==> src/rtl/stream_mux_pkg.sv <==
// rtl/stream_mux_pkg.sv - shared constants and helpers for the stream mux
// Purpose: arbitration mode encodings and the clog2 helper used to size
//          the channel index.
// Ports:   none (package)
package stream_mux_pkg;

    localparam logic MODE_RR    = 1'b0;
    localparam logic MODE_FIXED = 1'b1;

    // Width needed to hold an index in [0, v-1]; at least 1 for v<=2.
    function automatic int clog2(input int v);
        int r;
        r = 0;
        while ((1 << r) < v) begin
            r = r + 1;
        end
        if (r == 0) begin
            r = 1;
        end
        return r;
    endfunction

endpackage

==> src/rtl/stream_mux_rr_arbiter.sv <==
// rtl/stream_mux_rr_arbiter.sv - combinational round-robin / fixed-priority arbiter
// Purpose: pick exactly one requesting channel; honours a packet lock.
// Ports:
//   req      in   N     per-channel request
//   ptr      in   SELW  last granted channel (RR search starts at ptr+1)
//   mode     in   1     MODE_RR or MODE_FIXED
//   lock     in   1     grant restricted to lock_idx
//   lock_idx in   SELW  channel owning the lock
//   gnt      out  N     one-hot grant
//   gnt_idx  out  SELW  binary index of the grant
//   any_gnt  out  1     a grant was issued
module rr_arbiter
    import stream_mux_pkg::*;
#(
    parameter int N    = 4,
    parameter int SELW = clog2(N)
) (
    input  logic [N-1:0]    req,
    input  logic [SELW-1:0] ptr,
    input  logic            mode,
    input  logic            lock,
    input  logic [SELW-1:0] lock_idx,
    output logic [N-1:0]    gnt,
    output logic [SELW-1:0] gnt_idx,
    output logic            any_gnt
);

    always_comb begin
        int idx;
        gnt     = '0;
        gnt_idx = '0;
        any_gnt = 1'b0;
        idx     = 0;
        if (lock) begin
            // Locked: only the owning channel may be granted, and only when it
            // actually has data; other channels wait even if valid.
            if (req[lock_idx]) begin
                gnt_idx = lock_idx;
                any_gnt = 1'b1;
            end
        end else if (mode == MODE_FIXED) begin
            // Descending scan: the last hit (lowest index) wins.
            for (int i = N - 1; i >= 0; i--) begin
                if (req[i]) begin
                    gnt_idx = SELW'(i);
                    any_gnt = 1'b1;
                end
            end
        end else begin
            // Scan offsets N..1 from ptr so the smallest offset (ptr+1) wins.
            for (int i = N; i >= 1; i--) begin
                idx = (int'(ptr) + i) % N;
                if (req[idx]) begin
                    gnt_idx = SELW'(idx);
                    any_gnt = 1'b1;
                end
            end
        end
        if (any_gnt) begin
            gnt[gnt_idx] = 1'b1;
        end
    end

endmodule

==> src/rtl/stream_mux_rr.sv <==
// rtl/stream_mux_rr.sv - N-channel registered valid/ready stream multiplexer
// Purpose: arbitrates N input streams onto one registered output stream with
//          1-cycle latency and full throughput.
// Optional feature: STREAM_MUX_PKT_LOCK_EN adds I_LAST/Y_LAST and locks the
//          grant to one channel until the end of its packet.
// Ports:
//   CLK, RST (sync, active high), MODE (0=RR, 1=fixed priority)
//   I_VALID/I_DATA/I_READY  N input channels (channel k at I_DATA[k*W +: W])
//   I_LAST                  per-channel end of packet (lock build only)
//   Y_VALID/Y_DATA/Y_SEL/Y_READY  output stream and source channel index
//   Y_LAST                  registered end of packet (lock build only)
module stream_mux_rr
    import stream_mux_pkg::*;
#(
    parameter int N    = 4,
    parameter int W    = 8,
    parameter int SELW = clog2(N)
) (
    input  logic            CLK,
    input  logic            RST,
    input  logic            MODE,
    input  logic [N-1:0]    I_VALID,
    input  logic [N*W-1:0]  I_DATA,
`ifdef STREAM_MUX_PKT_LOCK_EN
    input  logic [N-1:0]    I_LAST,
    output logic            Y_LAST,
`endif
    output logic [N-1:0]    I_READY,
    output logic            Y_VALID,
    output logic [W-1:0]    Y_DATA,
    output logic [SELW-1:0] Y_SEL,
    input  logic            Y_READY
);

    logic            load;
    logic [N-1:0]    gnt;
    logic [SELW-1:0] gnt_idx;
    logic            any_gnt;
    logic [SELW-1:0] ptr;
    logic            lock;
    logic [SELW-1:0] lock_idx;

    // Output register can take a word when empty or being drained this cycle.
    assign load = !Y_VALID || Y_READY;

    // Suppress all handshakes during reset so no producer believes a word
    // was taken while the output register is being cleared.
    assign I_READY = (load && !RST) ? gnt : '0;

    rr_arbiter #(
        .N    (N),
        .SELW (SELW)
    ) u_arb (
        .req      (I_VALID),
        .ptr      (ptr),
        .mode     (MODE),
        .lock     (lock),
        .lock_idx (lock_idx),
        .gnt      (gnt),
        .gnt_idx  (gnt_idx),
        .any_gnt  (any_gnt)
    );

`ifdef STREAM_MUX_PKT_LOCK_EN
    logic            lock_q;
    logic [SELW-1:0] lock_idx_q;

    assign lock     = lock_q;
    assign lock_idx = lock_idx_q;
`else
    assign lock     = 1'b0;
    assign lock_idx = '0;
`endif

    always_ff @(posedge CLK) begin
        if (RST) begin
            Y_VALID <= 1'b0;
            Y_DATA  <= '0;
            Y_SEL   <= '0;
            ptr     <= SELW'(N - 1);
`ifdef STREAM_MUX_PKT_LOCK_EN
            Y_LAST     <= 1'b0;
            lock_q     <= 1'b0;
            lock_idx_q <= '0;
`endif
        end else if (load) begin
            if (any_gnt) begin
                Y_VALID <= 1'b1;
                Y_DATA  <= I_DATA[gnt_idx*W +: W];
                Y_SEL   <= gnt_idx;
                ptr     <= gnt_idx;
`ifdef STREAM_MUX_PKT_LOCK_EN
                Y_LAST     <= I_LAST[gnt_idx];
                lock_q     <= !I_LAST[gnt_idx];
                lock_idx_q <= gnt_idx;
`endif
            end else begin
                Y_VALID <= 1'b0;
            end
        end
    end

endmodule
==> config.mk <==
export PLATFORM = sky130hd
export DESIGN_NAME = stream_mux_rr
export DESIGN_NICKNAME = d
export VERILOG_FILES = /design/src/rtl/stream_mux_pkg.sv /design/src/rtl/stream_mux_rr_arbiter.sv /design/src/rtl/stream_mux_rr.sv
export SDC_FILE = /design/constraint.sdc
export NUM_CORES = 1
export LEC_CHECK = 0
export ABC_CLOCK_PERIOD_IN_PS = 4100
export CAP_MARGIN = 10
export CELL_PAD_IN_SITES_DETAIL_PLACEMENT = 0
export CELL_PAD_IN_SITES_GLOBAL_PLACEMENT = 1
export CORE_MARGIN = 10
export CORE_UTILIZATION = 26
export DETAILED_ROUTE_END_ITERATION = 6
export PLACE_DENSITY_LB_ADDON = 0.1
export SYNTH_ARGS = -nofsm -noshare
export SYNTH_HDL_FRONTEND = slang
export SYNTH_SLANG_ARGS = --single-unit
==> constraint.sdc <==
create_clock -name CLK -period 4.1 [get_ports CLK]
set_input_delay 1.23 -clock CLK [delete_from_list [all_inputs] [get_ports CLK]]
set_output_delay 1.23 -clock CLK [all_outputs]
set_load 0.01 [all_outputs]
# Word-level counts from Yosys, hierarchy flattened
# Index checks and enable logic that the tools add are counted.
# totals
register_bits,13
elab_cells,64
output_inout_bits,15
# classes
n_lt_le_gt_ge,6
bitwise,4
n_shift,1
muxes,35
add_sub_neg,4
reduce_logical,10
# ops
operator,count
indexed part select 32 x 6 -> 8 bit,1
2-to-1 mux 1 bit,19
2-to-1 mux 2 bit,9
"less-than comparator 3 x 4 -> 1 bit, second input constant",4
binary-select mux 1 bit (select 2 bit),4
2-to-1 mux 4 bit,2
OR reduction 2 bit,4
"adder 2 x 1 -> 2 bit, second input constant",2
"adder 2 bit, second input constant",2
"AND 1 bit, first input constant",4
"less-than comparator 2 x 3 -> 1 bit, second input constant",1
demux 1 bit (select 2 bit),1
">= comparator 2 x 1 -> 1 bit, second input constant",1
logical AND 1 bit,2
zero test 1 bit,2
AND reduction 2 bit,1
logical OR 1 bit,1

# Logic depth before layout (Yosys ltp)
# depth
depth_word,17
mapped_depth,8
ltp_nobuf,6

# Hierarchy
# From an unflattened synthesis, not the netlist that was laid out.
# hier_totals
cells_unflattened,112
hier_area_um2,975.9
# modules_own_cells
module,instances,cells_each,seq_area_each_um2,area_each_um2
stream_mux_rr,1,72,260.2,708.2
rr_arbiter,1,40,0.0,267.8

# Least setup slack after synthesis
# Ideal clock, no wire load.
# synth_path
kind,input port to output port
from,input I_VALID[0]
to,output I_READY[1]
required_ns,2.870
arrival_ns,2.268
path_stages,6
n_path_buf,1
slack_ns,0.602
path_cell_list,o21bai_1 > a21oi_2 > a2111oi_4 > nor3b_2 > buf_6 > and2_1
# synth_via
elab_chain_cells,14
elab_cells_between_ends,31
cone_classes,order compare (2); mux (28); reduce/logical (1)
# synth_rtl
item,line,source
"start, declared",stream_mux_rr.sv:22,"input logic [N-1:0] I_VALID,"
binary-select mux 1 bit (select 2 bit),stream_mux_rr_arbiter.sv:53,if (req[idx]) begin
2-to-1 mux 1 bit (not written as such) (2 in a row),stream_mux_rr_arbiter.sv:53,
2-to-1 mux 2 bit (4 in a row),stream_mux_rr_arbiter.sv:53,
2-to-1 mux 2 bit,stream_mux_rr_arbiter.sv:41,end else if (mode == MODE_FIXED) begin
less-than comparator 2 x 3 -> 1 bit (not written as such) or >= comparator 2 x 1 -> 1 bit (tied branches),stream_mux_rr_arbiter.sv:60,gnt[gnt_idx] = 1'b1;
logical AND 1 bit (not written as such),stream_mux_rr_arbiter.sv:60,
2-to-1 mux 1 bit (not written as such),stream_mux_rr_arbiter.sv:60,
demux 1 bit (select 2 bit),-,
2-to-1 mux 4 bit (*),stream_mux_rr_arbiter.sv:59,if (any_gnt) begin
2-to-1 mux 4 bit (*),stream_mux_rr.sv:48,assign I_READY = (load && !RST) ? gnt : '0;
"end, declared",stream_mux_rr.sv:28,"output logic [N-1:0] I_READY,"
# Every way passes the cells marked *; elsewhere a longest branch is shown, timed or not. The select of a mux whose other input is x is not followed.

# Worst setup path in the final report
# Ends and elaborated chain as after synthesis.

==> impl_metrics.env <==
export IMPL_outcome="complete, no violations"
export IMPL_grt_pass1_vias=1107
export IMPL_synth_top_family_by_area="simple AND/OR/NAND/NOR gates"
export IMPL_overflow=0
export IMPL_min_period_ns=3.98
export IMPL_dpl_instance_area_um2=1550
export IMPL_setup_tns_final_ns=0
export IMPL_skew_ns=0.000633
export IMPL_slowest_delay_ns=0.29
export IMPL_grt_pass1_wl_um=5630
export IMPL_ys_seq_area_share_pct=30.5
export IMPL_worstHoldPathCells=2
export IMPL_use_met1_pct=14.0
export IMPL_yosys_top_cells_area="dfxtp_1 31%, mux2i_1 11%, a311o_1 9.4%"
export IMPL_synthMuxAreaShare_pct=10.6
export IMPL_worst_ep_required_time_ns=2.87
export IMPL_gr_max_usage_layer="met2"
export IMPL_critPathMaxFanout=6
export IMPL_cts_tree="yes"
export IMPL_synth_avg_cell_area_um2=8.52
export IMPL_final_cell_mix="46 x clkdlybuf4s50_1, 19 x buf_4, 13 x dfxtp_1, 10 x nor2_1"
export IMPL_hpwl_um=2590
export IMPL_layout_nets=214
export IMPL_dr_pass1_iters=4
export IMPL_slowest_stage="dlygate4sd2_1"
export IMPL_grt_met2_usage_pct=19.1
export IMPL_core_area_um2=3100
export IMPL_p_per_area_nw_per_um2=256
export IMPL_max_freq_ghz=0.252
export IMPL_area_delta_synth_final_pct=87.7
export IMPL_ys_warn_count=0
export IMPL_place_congestion=0.700
export IMPL_synth_top_area_share_pct=30.5
export IMPL_vias_per_cell=4.65
export IMPL_seq_power_share_pct=37.3
export IMPL_die_area_um2=5970
export IMPL_numCtsBuffers=3
export IMPL_yosys_area_share_xor_xnor_pct=0
export IMPL_finalHoldViolCount=0
export IMPL_pin_count=55
export IMPL_yosys_area_share_adder_pct=0
export IMPL_insertion_delay_ns=0.28
export IMPL_worst_setup_path_type="input pin to output pin"
export IMPL_fin_crit_sh_pct=97.0
export IMPL_leakagePower_nw=0.692
export IMPL_routed_wl_um=3390
export IMPL_critPathLaunch="I_VALID[0]"
export IMPL_crit_arrival_ns=2.75
export IMPL_clock_path_buffers=2
export IMPL_start_util_pct=27.5
export IMPL_synth_compound_area_share_pct=26.4
export IMPL_synthSimpleGateAreaFrac_pct=27.2
export IMPL_ctsRootBufferMaster="clkbuf_4"
export IMPL_min_from="Y_SEL[0]"
export IMPL_nFillCells=327
export IMPL_switching_share_pct=30.6
export IMPL_reg2regPathDepth=8
export IMPL_die_w_um=77.2
export IMPL_antenna_found_initial=0
export IMPL_die_h_um=77.2
export IMPL_power_frac_comb_pct=42.4
export IMPL_startpoint_type="input pin"
export IMPL_cts_sinks=13
export IMPL_antenna_cells=0
export IMPL_slew_viol_final=0
export IMPL_fp_row_count=20
export IMPL_p_clk_share_pct=20.3
export IMPL_internal_power_w=0.000284
export IMPL_vias=1008
export IMPL_drt_antenna_violating_nets=0
export IMPL_fin_area_um2=1600
export IMPL_drc=0
export IMPL_synth_distinct_cells=31
export IMPL_drive_gt1_share_pct=20.2
export IMPL_dr_first_iter_drc_count=27
export IMPL_whs_ns=0.489
export IMPL_ys_seq_elements=13
export IMPL_endpoint_kind="output pin"
export IMPL_portBuffers=54
export IMPL_wire_per_inst_um=15.6
export IMPL_syn_nets=140
export IMPL_vdd_drop_max_mv=0.118
export IMPL_synthCells=100
export IMPL_setup_violations=0
export IMPL_slew_headroom_pct=75.9
export IMPL_grt_max_degree=15
export IMPL_power_switching_w=0.000125
export IMPL_worst_pin_slew_ns=0.359
export IMPL_path_cells="dlygate4sd2_1, o21bai_1, a21oi_2, a2111oi_4, buf_4, nor3b_4, and2_1, clkdlybuf4s15_1"
export IMPL_layout_commonest_cell="clkdlybuf4s50_1"
export IMPL_grt_use_total_pct=11.6
export IMPL_hp_class="flop to flop"
export IMPL_netlist_area_um2=852
export IMPL_grt_util_met3_pct=3.73
export IMPL_drv_cap=0
export IMPL_synth_edf_count=0
export IMPL_clk_pin_slew_ns=0.08
export IMPL_r2r_start="ptr[1]"
export IMPL_htreeDepth=1
export IMPL_r2r_setup_slack_ns=1.92
export IMPL_synth_async_sr_flop_share_pct=0
export IMPL_rsz0062_at_grt="false"
export IMPL_synth_top_area_cell="dfxtp_1"
export IMPL_p_total_w=0.000410
export IMPL_synthFlopType="dfxtp_1"
==> cell usage after synthesis, types with 2 or more instances <==
cell type   n
a21oi_1     3
mux2i_1     9
and2_1      2
dfxtp_1    13
nor2b_1     2
nor3b_1     2
o21ai_1     9
buf_6       2
nor2_1     10
and3_1      8
o21ai_0     2
nand2_1     9
nor3_1      3
inv_1       2
a311o_1     8
==> metrics by stage <==
stage	util, %	instances	worst slack (ns)
5_1_grt	51.5	217	0.0101
3_5_place_dp	49.9	211	-0.484
4_1_cts	51.7	217	0.0592
3_3_place_gp	49.9	211	-0.416
2_1_floorplan	-	100	0.602
6_report	51.5	217	0.125
==> area by class of cell <==
cell class / instances / area [um2] / area share, %
inverters: 3 / 11.3 / 0.704
clock buffers: 4 / 26.3 / 1.64
multi-input cells: 80 / 579 / 36.2
well taps: 44 / 55.1 / 3.44
flip-flops and latches: 13 / 260 / 16.3
repair buffers: 73 / 667 / 41.7
==> path summary, 6_finish.rpt <==
path,to
worst min-delay path,Y_SEL[0]
worst max register to register,Y_DATA[7]
worst max-delay path,I_READY[1]
worst min register to register,Y_SEL[0]
==> routing by layer <==
layer / vias to the layer above / share of wire (%)
met1: 456 / 46
met5: - / 0
met2: 30 / 49
met4: 0 / 0.53
li1: 520 / -
met3: 2 / 4.6
==> cells by family (layout without fill, tap and decap cells) <==
kind of cell    count (synthesis)  after routing
compound gates                 29             29
buf+inv                         7             80
flops                          13             13
mux                             9              9
simple gates                   42             42
==> sequential cells by signal (all words and copies together), names as in the netlist <==
| register | flops |
|---|---|
| Y_DATA | 8 |
| Y_SEL | 2 |
| ptr | 2 |
| Y_VALID | 1 |
==> what timing repair did <==
item | 4_1_cts | 5_1_grt
pin swaps | 2 | 1
gates resized for setup | 13 | 5
setup endpoints to repair | 4 | 4
hold buffers | 0 | 0
setup buffers | 2 | 0
==> power groups by stage <==
stage | clock network [W] | logic, W | registers [W]
final | 0.0000832 | 0.000174 | 0.000153
after global placement | 0 | 0.000170 | 0.000154
after detailed placement | 0 | 0.000172 | 0.000155
after CTS | 0.0000864 | 0.000176 | 0.000152
after floorplan | 0 | 0.0000670 | 0.000159
after global routing | 0.0000938 | 0.000191 | 0.000155
==> worst max-delay path: cells and delay by family <==
family / cells / cell delay [ns]
buffers and inverters: 3 / 0.70
AND/OR/NAND/NOR: 2 / 0.38
AO/OA/AOI/OAI: 3 / 0.43
No activity file was read; power rests on OpenSTA's default activity.
